<file path="config.mk">
export PLATFORM = sky130hd
export DESIGN_NAME = led_pwm_fader
export DESIGN_NICKNAME = d
export VERILOG_FILES = /design/src/rtl/led_pwm_fader.sv
export SDC_FILE = /design/constraint.sdc
export NUM_CORES = 1
export LEC_CHECK = 0
export BUFFER_PORTS_ARGS = -buffer_cell sky130_fd_sc_hd__buf_4
export CAP_MARGIN = 25
export CORE_MARGIN = 5
export CORE_UTILIZATION = 60
export DETAILED_ROUTE_END_ITERATION = 8
export PLACE_DENSITY = 0.8
export SYNTH_ARGS = -nofsm -noshare
export SYNTH_HDL_FRONTEND = slang
export SYNTH_SLANG_ARGS = --single-unit
</file>
<file path="constraint.sdc">
create_clock -name clk -period 8.9 [get_ports clk]
set_input_delay 0.445 -clock clk [delete_from_list [all_inputs] [get_ports clk]]
set_output_delay 0.445 -clock clk [all_outputs]
set_load 0.005 [all_outputs]
</file>
<file path="src/rtl/led_pwm_fader.sv">
// rtl/led_pwm_fader.sv - PWM dimmer for five LEDs with optional duty ramping
//
// A prescaler divides clk into PWM ticks. An 8-bit PWM counter advances on
// each tick, so one PWM period spans 256 ticks. The duty level only changes
// at the period boundary: it moves toward the brightness-derived target,
// either by FADE_STEP per period (FADE_EN=1) or in one jump (FADE_EN=0).
//
// Ports:
//   clk          system clock, all state on the rising edge
//   rst_n        asynchronous active-low reset
//   led          per-LED enable (5 bits)
//   brightness   brightness level 0..3, mapped to target duty 0/64/128/255
//   led_out      registered PWM-gated LED drive
//   duty         currently applied duty level
//   fading       high while the applied duty differs from the target
//   period_start one-cycle pulse in the cycle after each period boundary

module led_pwm_fader #(
    parameter int PRESCALE  = 390,
    parameter int FADE_EN   = 1,
    parameter int FADE_STEP = 16
) (
    input  logic       clk,
    input  logic       rst_n,
    input  logic [4:0] led,
    input  logic [1:0] brightness,
    output logic [4:0] led_out,
    output logic [7:0] duty,
    output logic       fading,
    output logic       period_start
);

    // Bit 1 of the encoding marks a ramp in progress, so fading is a plain
    // flop bit rather than a decode of the state vector.
    typedef enum logic [1:0] {
        IDLE = 2'b00,
        UP   = 2'b10,
        DOWN = 2'b11
    } state_t;

    localparam logic [15:0] PRESC_MAX = 16'(PRESCALE - 1);
    localparam logic [8:0]  STEP      = 9'(FADE_STEP);

    logic [15:0] presc;
    logic [7:0]  pwm_cnt;
    state_t      state;
    state_t      next_state;

    logic        tick;
    logic        boundary;
    logic        pwm_on;
    logic [7:0]  target;
    logic [7:0]  next_duty;
    logic [8:0]  sum;
    logic [8:0]  diff;

    always_comb begin
        target = 8'd0;
        case (brightness)
            2'd0: target = 8'd0;
            2'd1: target = 8'd64;
            2'd2: target = 8'd128;
            2'd3: target = 8'd255;
            default: target = 8'd0;
        endcase
    end

    assign tick     = (presc == PRESC_MAX);
    assign boundary = tick && (pwm_cnt == 8'hFF);

    // Full scale stays lit across the whole period, including pwm_cnt==255.
    assign pwm_on = (duty == 8'hFF) || (pwm_cnt < duty);

    // The ramp direction is taken from the live target, so a reversal in the
    // middle of a ramp steps away from the current duty rather than snapping.
    // The 9-bit sum/difference keep the clamp free of 8-bit wrap.
    always_comb begin
        sum        = {1'b0, duty} + STEP;
        diff       = {1'b0, duty} - {1'b0, target};
        next_duty  = duty;
        next_state = IDLE;
        if (FADE_EN == 0) begin
            next_duty = target;
        end else if (duty < target) begin
            next_duty = (sum >= {1'b0, target}) ? target : sum[7:0];
        end else if (duty > target) begin
            next_duty = (diff <= STEP) ? target : (duty - STEP[7:0]);
        end
        if (next_duty < target) begin
            next_state = UP;
        end else if (next_duty > target) begin
            next_state = DOWN;
        end
    end

    always_ff @(posedge clk or negedge rst_n) begin
        if (!rst_n) begin
            presc        <= 16'd0;
            pwm_cnt      <= 8'd0;
            duty         <= 8'd0;
            state        <= IDLE;
            led_out      <= 5'd0;
            period_start <= 1'b0;
        end else begin
            presc        <= tick ? 16'd0 : (presc + 16'd1);
            period_start <= boundary;
            led_out      <= led & {5{pwm_on}};
            if (tick) begin
                pwm_cnt <= pwm_cnt + 8'd1;
            end
            if (boundary) begin
                duty  <= next_duty;
                state <= next_state;
            end
        end
    end

    assign fading = state[1];

endmodule

</file>
==> results of run 1 <==
sequential cells by signal, summed over array words and instances (netlist names):
register,cells
presc,16
state,1
pwm_cnt,8
period_start,1
led_out,5
duty,8
per-layer routing:
metal / global-route usage (%) / wire [um] / part of all wire [%]
met1: 29.9 / 2960 / 50
met2: 32.3 / 2620 / 44
met3: 4.20 / 287 / 4.8
met4: 5.67 / 65 / 1.1
met5: 0 / 0 / 0
per-stage QoR:
stage,std cells,worst slack (ns)
finish,379,4.37
global route,379,3.91
CTS,379,4.44
detailed placement,371,4.11
global placement,371,4.30
floorplan,300,5.05
power by group through the flow:
stage / logic, mW / registers [mW] / clock network [mW]
after floorplan: 0.0291 / 0.182 / 0
after global placement: 0.0426 / 0.182 / 0
after detailed placement: 0.0438 / 0.182 / 0
after CTS: 0.0440 / 0.179 / 0.116
after global routing: 0.0495 / 0.178 / 0.123
final: 0.0440 / 0.179 / 0.113
worst max-delay path, stage by stage:
cell,delay (ns)
buf_4,0.12
nand2_1,0.57
inv_1,0.19
ha_1,0.25
nand2b_1,0.18
a211oi_1,0.30
nor3_1,0.10
o21ai_0,0.46
a21oi_1,0.12
a31oi_1,0.41
nor2_1,0.17
a21o_1,0.21
ha_1,0.16
or4b_2,0.65
nor4_1,0.18
nor3_1,0.07
a21oi_1,0.15
cell families (layout without fill, tap and decap cells):
logic type,count (synthesis),count (layout),share of synthesized area [%]
compound gates,55,55,14.2
simple gates,116,116,21.7
mux,10,10,4.00
buf+inv,22,47,3.60
xor+xnor,25,25,7.69
flops,39,39,34.3
fa+ha+maj,33,33,14.5
cells in the final DEF, fill, tap and decap left out, drive strengths merged, types with 11 or more instances in the layout:
master / n
a21oi: 17
buf: 23
dfrtp: 39
ha: 33
inv: 16
nand2: 26
nand3: 16
nor2: 27
nor3: 11
o21ai: 11
xnor2: 16
cell type report:
cell class / instances / share of cell area, %
clock inverter: 3 / 0.480
multi-input combinational: 239 / 56.6
inverter: 16 / 1.92
sequential: 39 / 31.2
clock buffer: 5 / 2.20
tap: 54 / 2.16
timing repair buffer: 23 / 5.52
path summary, 6_finish.rpt:
kind / startpoint / cells past startpoint / end / slack, ns
setup / recovery: brightness[0] / 17 / state[1]$_DFFE_PN0P_ / 4.37
hold / removal: rst_n / 1 / period_start$_DFF_PN0_ / 0.11
setup reg to reg: duty[4]$_DFFE_PN0P_ / 14 / state[1]$_DFFE_PN0P_ / 4.70
hold reg to reg: presc[15]$_DFF_PN0_ / 1 / presc[15]$_DFF_PN0_ / 0.48
max in group asynchronous: rst_n / 1 / pwm_cnt[3]$_DFFE_PN0N_ / 8.45
min in group clk: led[1] / 3 / led_out[1]$_DFF_PN0_ / 0.37
==> results by group, run 1 <==
Synth
  • Syn_nets: 342
  • Cell taking the most area after synthesis: dfrtp_1
  • Seq/Total Area, Yosys: 34.3%
  • Dominant cells by area after synthesis: dfrtp_1 34%, ha_1 14%, xnor2_1 4.9%
  • Post-synth EDFFs: 0
  • Share of the synthesized area in the top cell type: 34.3%
  • Post-synth top cells: 39 x dfrtp_1, 33 x ha_1, 26 x nor2_1
  • Mapped Cells: 300
  • Netlist cell types: 57
  • Synth async-reset ratio: 100%
  • Mapped cell area: 2850 um^2
  • Seq cells post-synth: 39
  • Synth Flop Type: dfrtp_1
  • Syn avg cell area: 9.50 um^2
  • Most common cell in the netlist: dfrtp_1
  • Synthesis warning total: 0

Floorplanning
  • Die Span Y: 78.9 um
  • Core area: 4660 um^2
  • Initial Util: 61.1%
  • Die W: 78.9 um
  • Die ar.: 6230 um^2
  • Rows: 25
  • # IOs: 24

GRT
  • Largest net degree at the start of global routing: 40
  • First-pass GRT wire length: 10400 um
  • Overall Global Routing Usage: 20.9%
  • Grt total ovfl: 0
  • Vias in the first global route: 2235
  • Initial antenna violation count: 0

Power
  • Worst IR Drop VDD: 0.0919 mV
  • Sw Pwr: 85.6 uW
  • Cell Int Power: 250 uW
  • Pleak: 1.56 nW
  • Total power: 336 uW
  • Sequential share of power: 53.2%
  • Combinational Power Share: 13.1%
  • Clock Power Share: 33.7%
  • PD cells: 107 nW/um^2
  • Sw frac: 25.5%

Worst setup path
  • Setup Crit Path Kind: in2reg
  • Endpoint class of the critical path: register
  • Startpoint Class: primary input
  • Req. time, crit path: 9.12 ns
  • Data arrival time of the worst path: 4.75 ns
  • Max FO, Critical Path: 22

Place
  • Routability-driven placement congestion ratio: 0.841
  • Post-DP HPWL: 4420 um
  • Placed instance area: 3050 um^2
  • Number of port buffers: 23

Routing
  • DRT Wirelength: 5940 um
  • Drt pass-1 iters: 4
  • Drt initial violations: 169
  • Wirelength per Cell: 15.7 um
  • Vias: 2259
  • Final ANT Viol Nets: 0
  • Drt drc: 0
  • Routed vias/inst: 5.96

CTS
  • Cts bufs inserted: 5
  • # hold bufs at CTS: 0
  • Root buf cell: clkbuf_8
  • Post_cts resized: 0
  • Max clock buf depth: 2
  • CTS tree: yes
  • H-tree depth: 2
  • Clock Latency Late Sink: 0.29 ns
  • Postcts setup bufs: 0
  • Clock transition at the registers of the reported paths: 0.08 ns
  • Clk sink count: 39

STA
  • Setup TNS: 0 ns
  • Max_slew headroom: 48.3%
  • Clock skew: 0.00602 ns
  • Unrepaired setup endpoints after global routing: no
  • Final hold violation count: 0
  • Hold WS: 0.110 ns
  • Fmax: 221 MHz
  • Final min period: 4.53 ns
  • Tightest Pin Transition: 0.774 ns
  • Setup violators final: 0
  • Max Slew Vio Count: 0
  • Final period util: 50.9%

Layout
  • Finished Cell Area: 3130 um^2
  • FF/Latch Area: 976 um^2
  • Multi-input gate area: 1770 um^2
  • N_diodes: 0
  • # fillers: 377
  • Final core occ: 67.2%
  • Post-layout nets: 366
  • Layout cell share with drive strength beyond 1: 15.7%
  • Area grow syn2layout: 9.88%

Hold path
  • Hold Path Class: in2async

Flow run
  • Max cap viols: 0

Outcome
  • Status: complete, no violations
No activity file was read; power rests on OpenSTA's default activity.
==> run 2: changes to the inputs <==
Clock period 8.9 ns to 4.4 ns, I/O delays scaled along.
==> results by group, run 2 (synthesis gave the netlist of run 1 again) <==
Outcome
  • Status: complete, no violations

Worst setup path
  • Endpoint class of the critical path: register
  • Startpoint Class: register
  • Req. time, crit path: 4.62 ns (-4.50 ns)
  • Setup Crit Path Kind: reg2reg
  • Max FO, Critical Path: 10 (-55%)
  • Cell depth of the worst flop-to-flop path: 14 (unchanged)
  • Data arrival time of the worst path: 4.22 ns (-0.53 ns)

Hold path
  • Hold Path Class: in2reg
  • Hold path depth: 3

Layout
  • FF/Latch Area: 976 um^2 (unchanged)
  • Most common cell after layout, fill and taps aside: dfrtp_1
  • Area grow syn2layout: 12.0%
  • N_diodes: 0 (unchanged)
  • # fillers: 356 (-5.6%)
  • Largest register FFs: 16 (unchanged)
  • Most frequent cells in the layout: 39 x dfrtp_1, 33 x ha_1, 26 x nor2_1
  • Top reg by flops: presc
  • Finished Layout Cells: 382 (+0.79%)
  • Multi-input gate area: 1780 um^2 (+0.35%)
  • Layout cell share with drive strength beyond 1: 16.5% (+0.77 points)
  • Post-layout nets: 369 (+0.82%)
  • Largest registers: presc x16, duty x8, pwm_cnt x8

Flow run
  • Max cap viols: 0 (unchanged)

STA
  • Setup TNS: 0 ns (unchanged)
  • Tightest Pin Transition: 0.632 ns (-0.141 ns)
  • Unrepaired setup endpoints after global routing: no
  • Clock skew: 0.00715 ns (+0.00113 ns)
  • Setup violators final: 0 (unchanged)
  • Post-route setup slack: 0.397 ns (-3.97 ns)
  • Final period util: 91.0%
  • Max Slew Vio Count: 0 (unchanged)
  • Final min period: 4.00 ns
  • Fmax: 250 MHz
  • Max_slew headroom: 57.5% (+9.2 points)
  • Final hold violation count: 0 (unchanged)

CTS
  • Root buf cell: clkbuf_8
  • Max clock buf depth: 2 (unchanged)
  • Clock Latency Late Sink: 0.29 ns (about the same)
  • H-tree depth: 2 (unchanged)
  • Clock transition at the registers of the reported paths: 0.08 ns (about the same)
  • Postcts setup bufs: 0 (unchanged)
  • Clk sink count: 39 (unchanged)
  • CTS tree: yes
  • Cts bufs inserted: 5 (unchanged)

GRT
  • Largest net degree at the start of global routing: 40 (unchanged)
  • First-pass GRT wire length: 10400 um (about the same)
  • Vias in the first global route: 2194 (-1.8%)
  • Overall Global Routing Usage: 21.2% (+0.33 points)
  • Grt total ovfl: 0 (unchanged)
  • Initial antenna violation count: 0 (unchanged)

Place
  • Placement Setup Slack: 0.244 ns (-3.87 ns)
  • Post-DP HPWL: 4500 um (+1.8%)
  • Number of port buffers: 23 (unchanged)
  • Cells after DPL: 373 (+0.54%)
  • Routability-driven placement congestion ratio: 0.885 (+5.3%)

Power
  • Worst IR Drop VDD: 0.192 mV (+110%)
  • Pleak: 1.58 nW (+1.6%)
  • PD cells: 235 nW/um^2 (+120%)

Floorplanning
  • Die Span Y: 78.9 um (unchanged)
  • Rows: 25 (unchanged)
  • Die W: 78.9 um (unchanged)
  • Core area: 4660 um^2 (unchanged)
  • Initial Util: 61.1% (unchanged)
  • Die ar.: 6230 um^2 (unchanged)
  • # IOs: 24 (unchanged)

Routing
  • Routed vias/inst: 5.81 (-2.5%)
  • Drt drc: 0 (unchanged)
  • Wirelength per Cell: 15.5 um (-0.99%)
  • Drt pass-1 iters: 4 (unchanged)
  • DRT Wirelength: 5920 um (-0.20%)
  • Vias: 2220 (-1.7%)
  • Final ANT Viol Nets: 0 (unchanged)
  • Drt initial violations: 133 (-21%)
run 2: cell count changes in the layout (fill, tap and decap cells not counted), sizes merged:
cell	previous run	this run
dlygate4sd3	0	1
clkinv	3	2
bufinv	0	1
buf	23	25
run 2: repair_timing:
action                                 4_1_cts  5_1_grt
endpoints found under the hold margin       39        0
setup endpoints to repair                    0        1
hold buffers                                 1        0
resized for setup                            0        1
run 2: path summary, 6_finish.rpt:
check / start / slack [ns] / endpoint
setup / recovery: duty[4]$_DFFE_PN0P_ / 0.40 / state[1]$_DFFE_PN0P_
hold / removal: led[3] / 0.14 / led_out[3]$_DFF_PN0_
setup reg to reg: duty[4]$_DFFE_PN0P_ / 0.40 / state[1]$_DFFE_PN0P_
hold reg to reg: presc[5]$_DFF_PN0_ / 0.49 / presc[5]$_DFF_PN0_
max in group asynchronous: rst_n / 3.63 / duty[2]$_DFFE_PN0P_
min in group asynchronous: rst_n / 0.44 / led_out[2]$_DFF_PN0_
run 2: per-layer routing:
metal	GRT usage, %	part of all wire [%]
met1	29.2	48
met2	32.9	46
met3	4.42	4.9
met4	8.25	1.1
met5	0	0
run 2: layout make-up:
class                      instances  share of cell area [%]
timing repair buffer              26                    6.20
sequential                        39                    30.6
clock buffer                       5                    2.16
inverter                          16                    1.88
tap                               54                    2.12
multi-input combinational        239                    55.7
clock inverter                     3                    1.37
run 2: through the flow:
step	total power, mW	util (%)	instance area, um^2	hold WS (ns)
floorplan	0.427	-	2850	-0.0756
global placement	0.457	65.7	3060	0.213
detailed placement	0.459	65.7	3060	0.215
CTS	0.759	68.3	3180	0.129
global route	0.787	68.5	3190	0.136
finish	0.751	68.5	3190	0.137
run 2: power by group:
group,switching (mW),internal [mW]
sequential,0.000541,0.360
clock,0.129,0.169
combinational,0.0533,0.0396
total,0.182,0.569
run 2: critical path: stages (launching register included):
cell      delay (ns)
dfrtp_1         0.49
inv_1           0.18
ha_1            0.44
a211oi_1        0.28
nor3_1          0.10
o31ai_2         0.38
nor3_2          0.15
a31oi_2         0.28
nor2_1          0.13
a21o_1          0.18
ha_1            0.18
or4b_2          0.67
nor4_1          0.22
nor3_1          0.10
a21oi_1         0.15
==> run 3: changes to the inputs <==
Settings changed: PLACE_DENSITY 0.8 to 0.79.
==> results by group, run 3 (synthesis gave the netlist of run 1 again) <==
Hold path
  • Hold Path Class: in2reg
  • Hold Startpoint: led[3]

Worst setup path
  • Req. time, crit path: 4.62 ns (about the same)
  • Endpoint class of the critical path: register
  • Setup Crit Path Kind: reg2reg
  • Crit-path max cell delay: 0.65 ns (-0.02 ns)
  • Data arrival time of the worst path: 4.23 ns (about the same)
  • Startpoint Class: register
  • Delay-heaviest family, CP: simple AND/OR/NAND/NOR gates
  • Crit path from: duty[4]$_DFFE_PN0P_
  • Slowest stage cell, crit path: or4b_2
  • Crit path cell chain: inv_1, ha_1, a211oi_1, nor3_1, o31ai_2, nor3_2, a31oi_2, nor2_1, a21o_1, ha_1, or4b_2, nor4_1, nor3_1, a21oi_1
  • Max FO, Critical Path: 10 (unchanged)
  • Buf/Inv on CP: 1 (unchanged)
  • Reg2Reg Launch Point: duty[4]$_DFFE_PN0P_

Layout
  • Post-layout nets: 368 (-0.27%)
  • Area grow syn2layout: 11.7%
  • Most frequent cells in the layout: 39 x dfrtp_1, 33 x ha_1, 26 x nor2_1
  • Most common cell after layout, fill and taps aside: dfrtp_1
  • # fillers: 382 (+7.3%)
  • N_diodes: 0 (unchanged)
  • Layout cell share with drive strength beyond 1: 16.2% (-0.26 points)
  • Finished Cell Area: 3180 um^2 (-0.24%)
  • Largest registers: presc x16, duty x8, pwm_cnt x8
  • Largest register FFs: 16 (unchanged)
  • Top reg by flops: presc

Outcome
  • Status: complete, no violations

CTS
  • Root buf cell: clkbuf_8
  • Clock transition at the registers of the reported paths: 0.08 ns (about the same)
  • Clock Latency Late Sink: 0.30 ns (about the same)
  • Max clock buf depth: 2 (unchanged)
  • Clk sink count: 39 (unchanged)
  • Postcts setup bufs: 0 (unchanged)
  • Cts bufs inserted: 5 (unchanged)
  • CTS tree: yes
  • H-tree depth: 2 (unchanged)

Routing
  • Drt pass-1 iters: 5 (+1)
  • Final ANT Viol Nets: 0 (unchanged)
  • Drt initial violations: 158 (+19%)
  • DRT Wirelength: 6070 um (+2.5%)
  • Drt drc: 0 (unchanged)
  • Wirelength per Cell: 15.9 um (+2.8%)
  • Routed vias/inst: 5.96 (+2.6%)
  • Vias: 2272 (+2.3%)

Power
  • PD cells: 235 nW/um^2 (about the same)
  • Worst IR Drop VDD: 0.246 mV (+28%)
  • Pleak: 1.58 nW (-0.32%)

Place
  • Placed instance area: 3050 um^2 (-0.25%)
  • Routability-driven placement congestion ratio: 0.849 (-4.1%)
  • Number of port buffers: 23 (unchanged)
  • Post-DP HPWL: 4500 um (-0.14%)

STA
  • Final hold violation count: 0 (unchanged)
  • Final min period: 4.01 ns (+0.00861 ns)
  • Hold WS: 0.137 ns (-0.000684 ns)
  • Max_slew headroom: 56.8% (-0.69 points)
  • Setup violators final: 0 (unchanged)
  • Unrepaired setup endpoints after global routing: no
  • Setup TNS: 0 ns (unchanged)
  • Final period util: 91.2% (+0.20 points)
  • Max Slew Vio Count: 0 (unchanged)
  • Clock skew: 0.00859 ns (+0.00144 ns)
  • Fmax: 249 MHz (-0.21%)
  • Tightest Pin Transition: 0.643 ns (+0.0103 ns)

GRT
  • Overall Global Routing Usage: 21.4% (+0.17 points)
  • Initial antenna violation count: 0 (unchanged)
  • First-pass GRT wire length: 10600 um (+2.1%)
  • Vias in the first global route: 2229 (+1.6%)
  • Largest net degree at the start of global routing: 40 (unchanged)
  • Grt total ovfl: 0 (unchanged)

Floorplanning
  • # IOs: 24 (unchanged)
  • Die W: 78.9 um (unchanged)
  • Initial Util: 61.1% (unchanged)
  • Die ar.: 6230 um^2 (unchanged)
  • Die Span Y: 78.9 um (unchanged)
  • Rows: 25 (unchanged)
  • Core area: 4660 um^2 (unchanged)

Flow run
  • Max cap viols: 0 (unchanged)
==> run 3: through the flow <==
stage / setup WS, ns / util (%) / total power [mW] / instances
2_1_floorplan: 0.756 / - / 0.427 / 300
3_3_place_gp: 0.399 / 65.5 / 0.455 / 372
3_5_place_dp: 0.220 / 65.5 / 0.458 / 372
4_1_cts: 0.286 / 68.2 / 0.752 / 381
5_1_grt: 0.0691 / 68.3 / 0.783 / 381
6_report: 0.388 / 68.3 / 0.749 / 381
==> run 3: cell type report <==
| type | count | area, um^2 | share of cell area (%) |
|---|---|---|---|
| Inverter | 16 | 60.1 | 1.89 |
| Clock inverter | 3 | 43.8 | 1.38 |
| Sequential cell | 39 | 976 | 30.7 |
| Tap cell | 54 | 67.6 | 2.12 |
| Timing Repair Buffer | 25 | 190 | 5.97 |
| Multi-Input combinational cell | 239 | 1780 | 55.8 |
| Clock buffer | 5 | 68.8 | 2.16 |
==> run 3: routing by layer <==
| layer | wire length, um | GRT usage [%] |
|---|---|---|
| met1 | 2980 | 31.6 |
| met2 | 2670 | 31.3 |
| met3 | 346 | 4.54 |
| met4 | 80 | 6.70 |
| met5 | 0 | 0 |
==> run 3: path summary, 6_finish.rpt <==
check | endpoint | depth (start not counted) | slack, ns
worst max register to register | state[1]$_DFFE_PN0P_ | 14 | 0.39
max in group asynchronous | presc[4]$_DFF_PN0_ | 2 | 3.63
worst min-delay path | led_out[3]$_DFF_PN0_ | 3 | 0.14
min in group asynchronous | duty[6]$_DFFE_PN0P_ | 2 | 0.43
worst min register to register | presc[13]$_DFF_PN0_ | 1 | 0.50
worst max-delay path | state[1]$_DFFE_PN0P_ | 14 | 0.39
==> run 3: report_power, final <==
group	total, mW	leakage, nW	internal (mW)	switching (mW)
clock	0.295	0.0581	0.169	0.126
combinational	0.0926	1.03	0.0391	0.0535
sequential	0.361	0.488	0.360	0.000564
==> run 3: worst reg2reg max path, stage by stage (launching register included) <==
cell and delay, ns:
dfrtp_1 0.52, inv_1 0.21, ha_1 0.44, a211oi_1 0.27
nor3_1 0.11, o31ai_2 0.38, nor3_2 0.15, a31oi_2 0.30
nor2_1 0.14, a21o_1 0.18, ha_1 0.17, or4b_2 0.65
nor4_1 0.21, nor3_1 0.07, a21oi_1 0.14
==> run 3: what timing repair did <==
action                                  in CTS  in global routing
gates resized for setup                      0                  2
hold endpoints to repair                    39                  0
endpoints found under the setup margin       0                  1
hold buffers                                 1                  0
